<file path="config.mk">
export PLATFORM = sky130hd
export DESIGN_NAME = sha256_nonce_search
export DESIGN_NICKNAME = d
export VERILOG_FILES = /design/src/rtl/sha256_nonce_search.sv
export SDC_FILE = /design/constraint.sdc
export NUM_CORES = 2
export LEC_CHECK = 0
export BUFFER_PORTS_ARGS = -buffer_cell sky130_fd_sc_hd__buf_2
export CAP_MARGIN = 10
export CELL_PAD_IN_SITES_DETAIL_PLACEMENT = 0
export CELL_PAD_IN_SITES_GLOBAL_PLACEMENT = 1
export CORE_ASPECT_RATIO = 1.5
export CORE_MARGIN = 4
export CORE_UTILIZATION = 35
export DETAILED_ROUTE_END_ITERATION = 8
export PLACE_DENSITY_LB_ADDON = 0.1
export REMOVE_ABC_BUFFERS = 1
export SLEW_MARGIN = 20
export SYNTH_ARGS = -nofsm -noshare
export SYNTH_HDL_FRONTEND = slang
export SYNTH_SLANG_ARGS = --single-unit
</file>
<file path="constraint.sdc">
create_clock -name clk -period 7.85 [get_ports clk]
set_input_delay 0 -clock clk [delete_from_list [all_inputs] [get_ports clk]]
set_output_delay 0 -clock clk [all_outputs]
set_load 0.05 [all_outputs]
</file>
<file path="src/rtl/sha256_nonce_search.sv">
// Iterative double-SHA-256 nonce search engine; one round datapath runs UNROLL rounds per cycle.
// Define SHA_NONCE_SEARCH_HASH_OUT_EN to add found_hash (digest2 of the pending hit).
module sha256_nonce_search #(
  parameter int unsigned UNROLL     = 1,
  parameter int unsigned DIFFICULTY = 4
) (
  input  logic         clk,
  input  logic         rst_n,
  input  logic         work_valid,
  output logic         work_ready,
  input  logic [255:0] work_midstate,
  input  logic [95:0]  work_tail,
  input  logic [31:0]  nonce_start,
  input  logic [31:0]  nonce_end,
  input  logic         abort,
  output logic         found_valid,
  input  logic         found_ready,
  output logic [31:0]  found_nonce,
`ifdef SHA_NONCE_SEARCH_HASH_OUT_EN
  output logic [255:0] found_hash,
`endif
  output logic         done,
  output logic         busy,
  output logic [31:0]  nonces_tried
);

  typedef enum logic [2:0] {StIdle, StH1, StF1, StH2, StF2, StReport} state_e;

  localparam logic [31:0] K [64] = '{
    32'h428a2f98, 32'h71374491, 32'hb5c0fbcf, 32'he9b5dba5, 32'h3956c25b, 32'h59f111f1, 32'h923f82a4, 32'hab1c5ed5,
    32'hd807aa98, 32'h12835b01, 32'h243185be, 32'h550c7dc3, 32'h72be5d74, 32'h80deb1fe, 32'h9bdc06a7, 32'hc19bf174,
    32'he49b69c1, 32'hefbe4786, 32'h0fc19dc6, 32'h240ca1cc, 32'h2de92c6f, 32'h4a7484aa, 32'h5cb0a9dc, 32'h76f988da,
    32'h983e5152, 32'ha831c66d, 32'hb00327c8, 32'hbf597fc7, 32'hc6e00bf3, 32'hd5a79147, 32'h06ca6351, 32'h14292967,
    32'h27b70a85, 32'h2e1b2138, 32'h4d2c6dfc, 32'h53380d13, 32'h650a7354, 32'h766a0abb, 32'h81c2c92e, 32'h92722c85,
    32'ha2bfe8a1, 32'ha81a664b, 32'hc24b8b70, 32'hc76c51a3, 32'hd192e819, 32'hd6990624, 32'hf40e3585, 32'h106aa070,
    32'h19a4c116, 32'h1e376c08, 32'h2748774c, 32'h34b0bcb5, 32'h391c0cb3, 32'h4ed8aa4a, 32'h5b9cca4f, 32'h682e6ff3,
    32'h748f82ee, 32'h78a5636f, 32'h84c87814, 32'h8cc70208, 32'h90befffa, 32'ha4506ceb, 32'hbef9a3f7, 32'hc67178f2
  };

  // Word a in the low 32 bits, matching the midstate packing.
  localparam logic [7:0][31:0] IV = {
    32'h5be0cd19, 32'h1f83d9ab, 32'h9b05688c, 32'h510e527f,
    32'ha54ff53a, 32'h3c6ef372, 32'hbb67ae85, 32'h6a09e667
  };

  localparam logic [5:0] LastRound = 6'(64 - UNROLL);

  function automatic logic [31:0] bsig0(input logic [31:0] x);
    return {x[1:0], x[31:2]} ^ {x[12:0], x[31:13]} ^ {x[21:0], x[31:22]};
  endfunction

  function automatic logic [31:0] bsig1(input logic [31:0] x);
    return {x[5:0], x[31:6]} ^ {x[10:0], x[31:11]} ^ {x[24:0], x[31:25]};
  endfunction

  function automatic logic [31:0] ssig0(input logic [31:0] x);
    return {x[6:0], x[31:7]} ^ {x[17:0], x[31:18]} ^ (x >> 3);
  endfunction

  function automatic logic [31:0] ssig1(input logic [31:0] x);
    return {x[16:0], x[31:17]} ^ {x[18:0], x[31:19]} ^ (x >> 10);
  endfunction

  function automatic logic [511:0] chunk1(input logic [95:0] tail, input logic [31:0] nonce);
    return {32'h00000280, 320'd0, 32'h80000000, nonce, tail};
  endfunction

  function automatic logic [511:0] chunk2(input logic [255:0] d1);
    return {32'h00000100, 192'd0, 32'h80000000, d1};
  endfunction

  state_e            state_q, state_d;
  logic [7:0][31:0]  work_q, work_d, rnd_work, mid_q, mid_d, digest;
  logic [15:0][31:0] w_q, w_d, rnd_w;
  logic [95:0]       tail_q, tail_d;
  logic [31:0]       end_q, end_d, nonce_q, nonce_d, tried_q, tried_d, found_q, found_d;
  logic [5:0]        round_q, round_d;
  logic              done_q, done_d;
  logic [31:0]       t1, t2;
  logic              hit, finish, advance;
`ifdef SHA_NONCE_SEARCH_HASH_OUT_EN
  logic [255:0]      hash_q, hash_d;
  assign found_hash = hash_q;
`endif

  assign work_ready   = (state_q == StIdle);
  assign busy         = (state_q != StIdle);
  assign found_valid  = (state_q == StReport);
  assign found_nonce  = found_q;
  assign done         = done_q;
  assign nonces_tried = tried_q;

  // UNROLL chained rounds; the schedule shifts in place so W[t] is always rnd_w[0].
  always_comb begin
    rnd_work = work_q;
    rnd_w    = w_q;
    t1       = '0;
    t2       = '0;
    for (int u = 0; u < int'(UNROLL); u++) begin
      t1 = rnd_work[7] + bsig1(rnd_work[4])
         + ((rnd_work[4] & rnd_work[5]) ^ (~rnd_work[4] & rnd_work[6]))
         + K[round_q + 6'(u)] + rnd_w[0];
      t2 = bsig0(rnd_work[0])
         + ((rnd_work[0] & rnd_work[1]) ^ (rnd_work[0] & rnd_work[2]) ^ (rnd_work[1] & rnd_work[2]));
      rnd_work = {rnd_work[6:4], rnd_work[3] + t1, rnd_work[2:0], t1 + t2};
      rnd_w    = {ssig1(rnd_w[14]) + rnd_w[9] + ssig0(rnd_w[1]) + rnd_w[0], rnd_w[15:1]};
    end
  end

  always_comb begin
    state_d = state_q;
    work_d  = work_q;
    w_d     = w_q;
    round_d = round_q;
    mid_d   = mid_q;
    tail_d  = tail_q;
    end_d   = end_q;
    nonce_d = nonce_q;
    tried_d = tried_q;
    found_d = found_q;
    done_d  = 1'b0;
    finish  = 1'b0;
    advance = 1'b0;
`ifdef SHA_NONCE_SEARCH_HASH_OUT_EN
    hash_d  = hash_q;
`endif
    // One feed-forward adder serves both F1 (midstate) and F2 (IV).
    for (int i = 0; i < 8; i++) begin
      digest[i] = ((state_q == StF1) ? mid_q[i] : IV[i]) + work_q[i];
    end
    hit = ((digest >> (256 - DIFFICULTY)) == '0);

    case (state_q)
      StIdle: begin
        if (work_valid) begin
          mid_d   = work_midstate;
          tail_d  = work_tail;
          end_d   = nonce_end;
          nonce_d = nonce_start;
          tried_d = '0;
          work_d  = work_midstate;
          w_d     = chunk1(work_tail, nonce_start);
          round_d = '0;
          state_d = StH1;
        end
      end
      StH1, StH2: begin
        work_d  = rnd_work;
        w_d     = rnd_w;
        round_d = round_q + 6'(UNROLL);
        if (round_q == LastRound) state_d = (state_q == StH1) ? StF1 : StF2;
      end
      StF1: begin
        work_d  = IV;
        w_d     = chunk2(digest);
        state_d = StH2;
      end
      StF2: begin
        tried_d = tried_q + 32'd1;
        if (hit) begin
          found_d = nonce_q;
`ifdef SHA_NONCE_SEARCH_HASH_OUT_EN
          hash_d  = digest;
`endif
          state_d = StReport;
        end else if (nonce_q == end_q) begin
          finish = 1'b1;
        end else begin
          advance = 1'b1;
        end
      end
      StReport: begin
        if (found_ready) begin
          if (nonce_q == end_q) finish = 1'b1;
          else                  advance = 1'b1;
        end
      end
      default: state_d = StIdle;
    endcase

    if (advance) begin
      nonce_d = nonce_q + 32'd1;
      work_d  = mid_q;
      w_d     = chunk1(tail_q, nonce_q + 32'd1);
      round_d = '0;
      state_d = StH1;
    end
    if (finish || (abort && state_q != StIdle)) begin
      state_d = StIdle;
      done_d  = 1'b1;
    end
  end

  always_ff @(posedge clk or negedge rst_n) begin
    if (!rst_n) begin
      state_q <= StIdle;
      work_q  <= '0;
      w_q     <= '0;
      round_q <= '0;
      mid_q   <= '0;
      tail_q  <= '0;
      end_q   <= '0;
      nonce_q <= '0;
      tried_q <= '0;
      found_q <= '0;
      done_q  <= 1'b0;
`ifdef SHA_NONCE_SEARCH_HASH_OUT_EN
      hash_q  <= '0;
`endif
    end else begin
      state_q <= state_d;
      work_q  <= work_d;
      w_q     <= w_d;
      round_q <= round_d;
      mid_q   <= mid_d;
      tail_q  <= tail_d;
      end_q   <= end_d;
      nonce_q <= nonce_d;
      tried_q <= tried_d;
      found_q <= found_d;
      done_q  <= done_d;
`ifdef SHA_NONCE_SEARCH_HASH_OUT_EN
      hash_q  <= hash_d;
`endif
    end
  end

endmodule

</file>
==> run_results.csv <==
group,metric,value,unit
clock_tree,cts.htree.levels,4,
hold_path,holdPathStages,4,
critical_path,worst_r2r_endpoint,"rnd_work[61]$_DFFE_PN0P_",
sta,rsz0062_at_grt,"true",
floorplan,rows,219,
critical_path,endpoint,"rnd_work[61]$_DFFE_PN0P_",
route,routed_wl,449000,µm
global_route,antenna_found_initial,17,
floorplan,dieArea,0.247,mm²
sta,hold_viol_final,0,
clock_tree,numCtsBuffers,157,
floorplan,core_region_area,0.237,mm²
run_status,status,"finished, final reports clean",
final_layout,area_growth,28.4,%
logic_synthesis,synth_top_area_share,0.377,
critical_path,worstPathRequired,8.60,ns
sta,slew-limit-headroom,0.198,
placed_design,io_buffers,488,
critical_path,rr_worst_depth,36,
clock_tree,cts_tree,"done",
route,ant_nets,0,
placed_design,dp_hpwl,328000,µm
route,wl_per_cell,31.6,µm
clock_tree,clk_path_buf_depth,4,
sta,fin_skew,0.0785,ns
logic_synthesis,synth_cell_type_count,91,
critical_path,cp.arrival,8.37,ns
logic_synthesis,synth-edff-count,0,
floorplan,die_w,407,µm
route,via_per_inst,5.82,
logic_synthesis,yosysMostFrequentCell,"nand2_1",
clock_tree,clk_latency,0.86,ns
critical_path,max_stage_delay,0.80,ns
critical_path,crit_type,"reg2reg",
logic_synthesis,ys_seq_area_frac,0.377,
logic_synthesis,postSynthAreaPerCell,8.78,µm²
clock_tree,clkTransAtPathRegs,0.06,ns
logic_synthesis,ys_top_cells_by_count,"1589 x nand2_1, 1258 x dfrtp_1, 596 x nor2_1",
final_layout,fin_nets,12000,
route,vias,82600,
hold_path,hold_path.class,"in2reg",
global_route,grt.overflow.total,0,
critical_path,rr_startpoint,"rnd_work[163]$_DFFE_PN0P_",
critical_path,cp_common_cell,"inv_1",
job,drv_cap,0,
global_route,grt_max_degree,160,
logic_synthesis,synth_seq_cells,1258,
logic_synthesis,synth_area_leader_cell,"dfrtp_1",
clock_tree,root_buffer,"clkbuf_16",
sta,drv_slew,0,
floorplan,initial_utilization,0.352,
placed_design,finalWeightedCongestion,0.954,
logic_synthesis,synth_flop_cell,"dfrtp_1",
sta,min_period,7.62,ns
sta,max_freq,0.131,GHz
route,dr.pass1.iters,8,
critical_path,rrSetupSlack,0.23,ns
placed_design,place_area,0.0931,mm²
critical_path,startpoint,"rnd_work[163]$_DFFE_PN0P_",
critical_path,worstSetupStartpointType,"flop",
critical_path,slowest_stage,"dfrtp_1",
global_route,track_usage,0.355,
sta,fin_crit_sh,0.971,
global_route,grt_pass1_wl,627000,µm
logic_synthesis,synth_area_leaders,"dfrtp_1 38%, nand2_1 7.1%, ha_1 6.0%, fa_1 4.7%, xnor2_1 3.9%",
sta,final-setup-viol-count,0,
floorplan,die_h,606,µm
sta,tightest_slew,1.19,ns
logic_synthesis,synth_area,0.0835,mm²
floorplan,ioPinCount,489,
global_route,grt_pass1_vias,82700,
critical_path,path_max_fanout,5,
final_layout,fin_area,0.107,mm²
final_layout,drive_gt1_frac,0.164,
logic_synthesis,async_reset_ff_frac,1.00,
logic_synthesis,postSynthCellCount,9508,
route,drt_first_iter_violations,8268,
logic_synthesis,yosys_warnings,0,
clock_tree,cts.sinks,1258,
route,drc_errors,0,
critical_path,cp-end-kind,"flop",
## registers in the layout (all words and copies together) (netlist names)
name          flops
end_q            32
tail_q           96
mid_q           256
rnd_work        192
rnd_w           480
state_q           3
work_q           64
nonces_tried     32
w_q              32
round_q           6
nonce_q          32
done              1
found_nonce      32
## cells in the final DEF, fill, tap and decap left out, drive strengths merged, types with 49 or more instances in the layout
cell and n:
ha 397, a221oi 181, a22o 174, a21o 192
o211ai 53, xor2 284, nor3 255, dfrtp 1258
xnor2 371, o221a 62, o21a 50, a221o 80
fa 197, inv 547, a211oi 63, clkbuf 221
a222oi 97, a21oi 476, or2 153, nand3 169
mux2 49, nand2 1589, o21ai 501, a31oi 63
dlygate4sd3 809, o22ai 160, buf 1164, nand2b 52
nor2 597, o221ai 50, and3 199
## repair_timing
action | 4_1_cts | 5_1_grt
hold buffers | 810 | 0
pin swaps | 2 | 42
resized for setup | 25 | 105
setup buffers | 0 | 6
hold endpoints to repair | 1268 | 0
setup endpoints to repair | 13 | 16
## critical path, delay by kind of cell (launching register included)
kind	cells	cell delay (ns)
AOI/OAI and AO/OA	11	1.89
xor gates and xnor gates	4	0.63
adders and majority gates	6	2.34
buffers and inverters	9	0.86
DFF	1	0.80
and+or+nand+nor	6	0.98
## metal layers
| metal | vias to the layer above | part of all wire | global-route usage |
|---|---|---|---|
| met5 | - | 0.00013 | 0 |
| met4 | 8 | 0.071 | 0.209 |
| met3 | 905 | 0.059 | 0.0424 |
| met2 | 3598 | 0.47 | 0.592 |
| met1 | 41700 | 0.40 | 0.442 |
| li1 | 36400 | - | - |
## how the worst min path moves through the flow
stage             startpoint                endpoint  slack (ns)
2_1_floorplan          rst_n          done$_DFF_PN0_       -0.30
3_3_place_gp           rst_n  tail_q[67]$_DFFE_PN0P_        0.06
3_5_place_dp           rst_n  tail_q[67]$_DFFE_PN0P_        0.06
4_1_cts        work_tail[21]  tail_q[21]$_DFFE_PN0P_       0.003
5_1_grt        work_tail[21]  tail_q[21]$_DFFE_PN0P_        0.03
6_report       work_tail[48]  tail_q[48]$_DFFE_PN0P_        0.04
## metrics by stage
step | hold WS [ns] | setup WS [ns] | std cells | utilization | TNS, ns
2_1_floorplan | -0.296 | -17.35 | 8821 | - | -
3_3_place_gp | 0.0608 | -0.634 | 13100 | 0.392 | -3.78
3_5_place_dp | 0.0583 | -0.432 | 13100 | 0.392 | -1.65
4_1_cts | 0.00292 | -0.0859 | 14200 | 0.450 | -0.0859
5_1_grt | 0.0346 | -0.0400 | 14200 | 0.452 | -0.0713
6_report | 0.0387 | 0.227 | 14200 | 0.452 | 0
## final cells by class
class / instances / area [µm²]
timing repair buffer: 1973 / 16500
sequential: 1258 / 31500
multi-input combinational: 7018 / 47800
clock buffer: 221 / 4610
antenna: 29 / 72.6
tap: 3094 / 3870
fill: 23400 / 130000
inverter: 545 / 2050
clock inverter: 54 / 786
## cell families (layout without fill, tap and decap cells)
family                   count (synthesis)  in the layout  share of synthesized area
AO/OA/AOI/OAI                         2497           2497                      0.210
XOR/XNOR                               655            655                     0.0688
adder cells (fa/ha/maj)                597            597                      0.107
buffers and inverters                 1232           2793                     0.0574
flip-flops                            1258           1258                      0.377
multiplexers                            90             90                     0.0123
other                                    0             29                          0
AND/OR/NAND/NOR                       3179           3179                      0.167
Power is left out: the tool's default activity adds up to more than one toggle a clock period on the data nets, which glitch-free logic cannot reach.
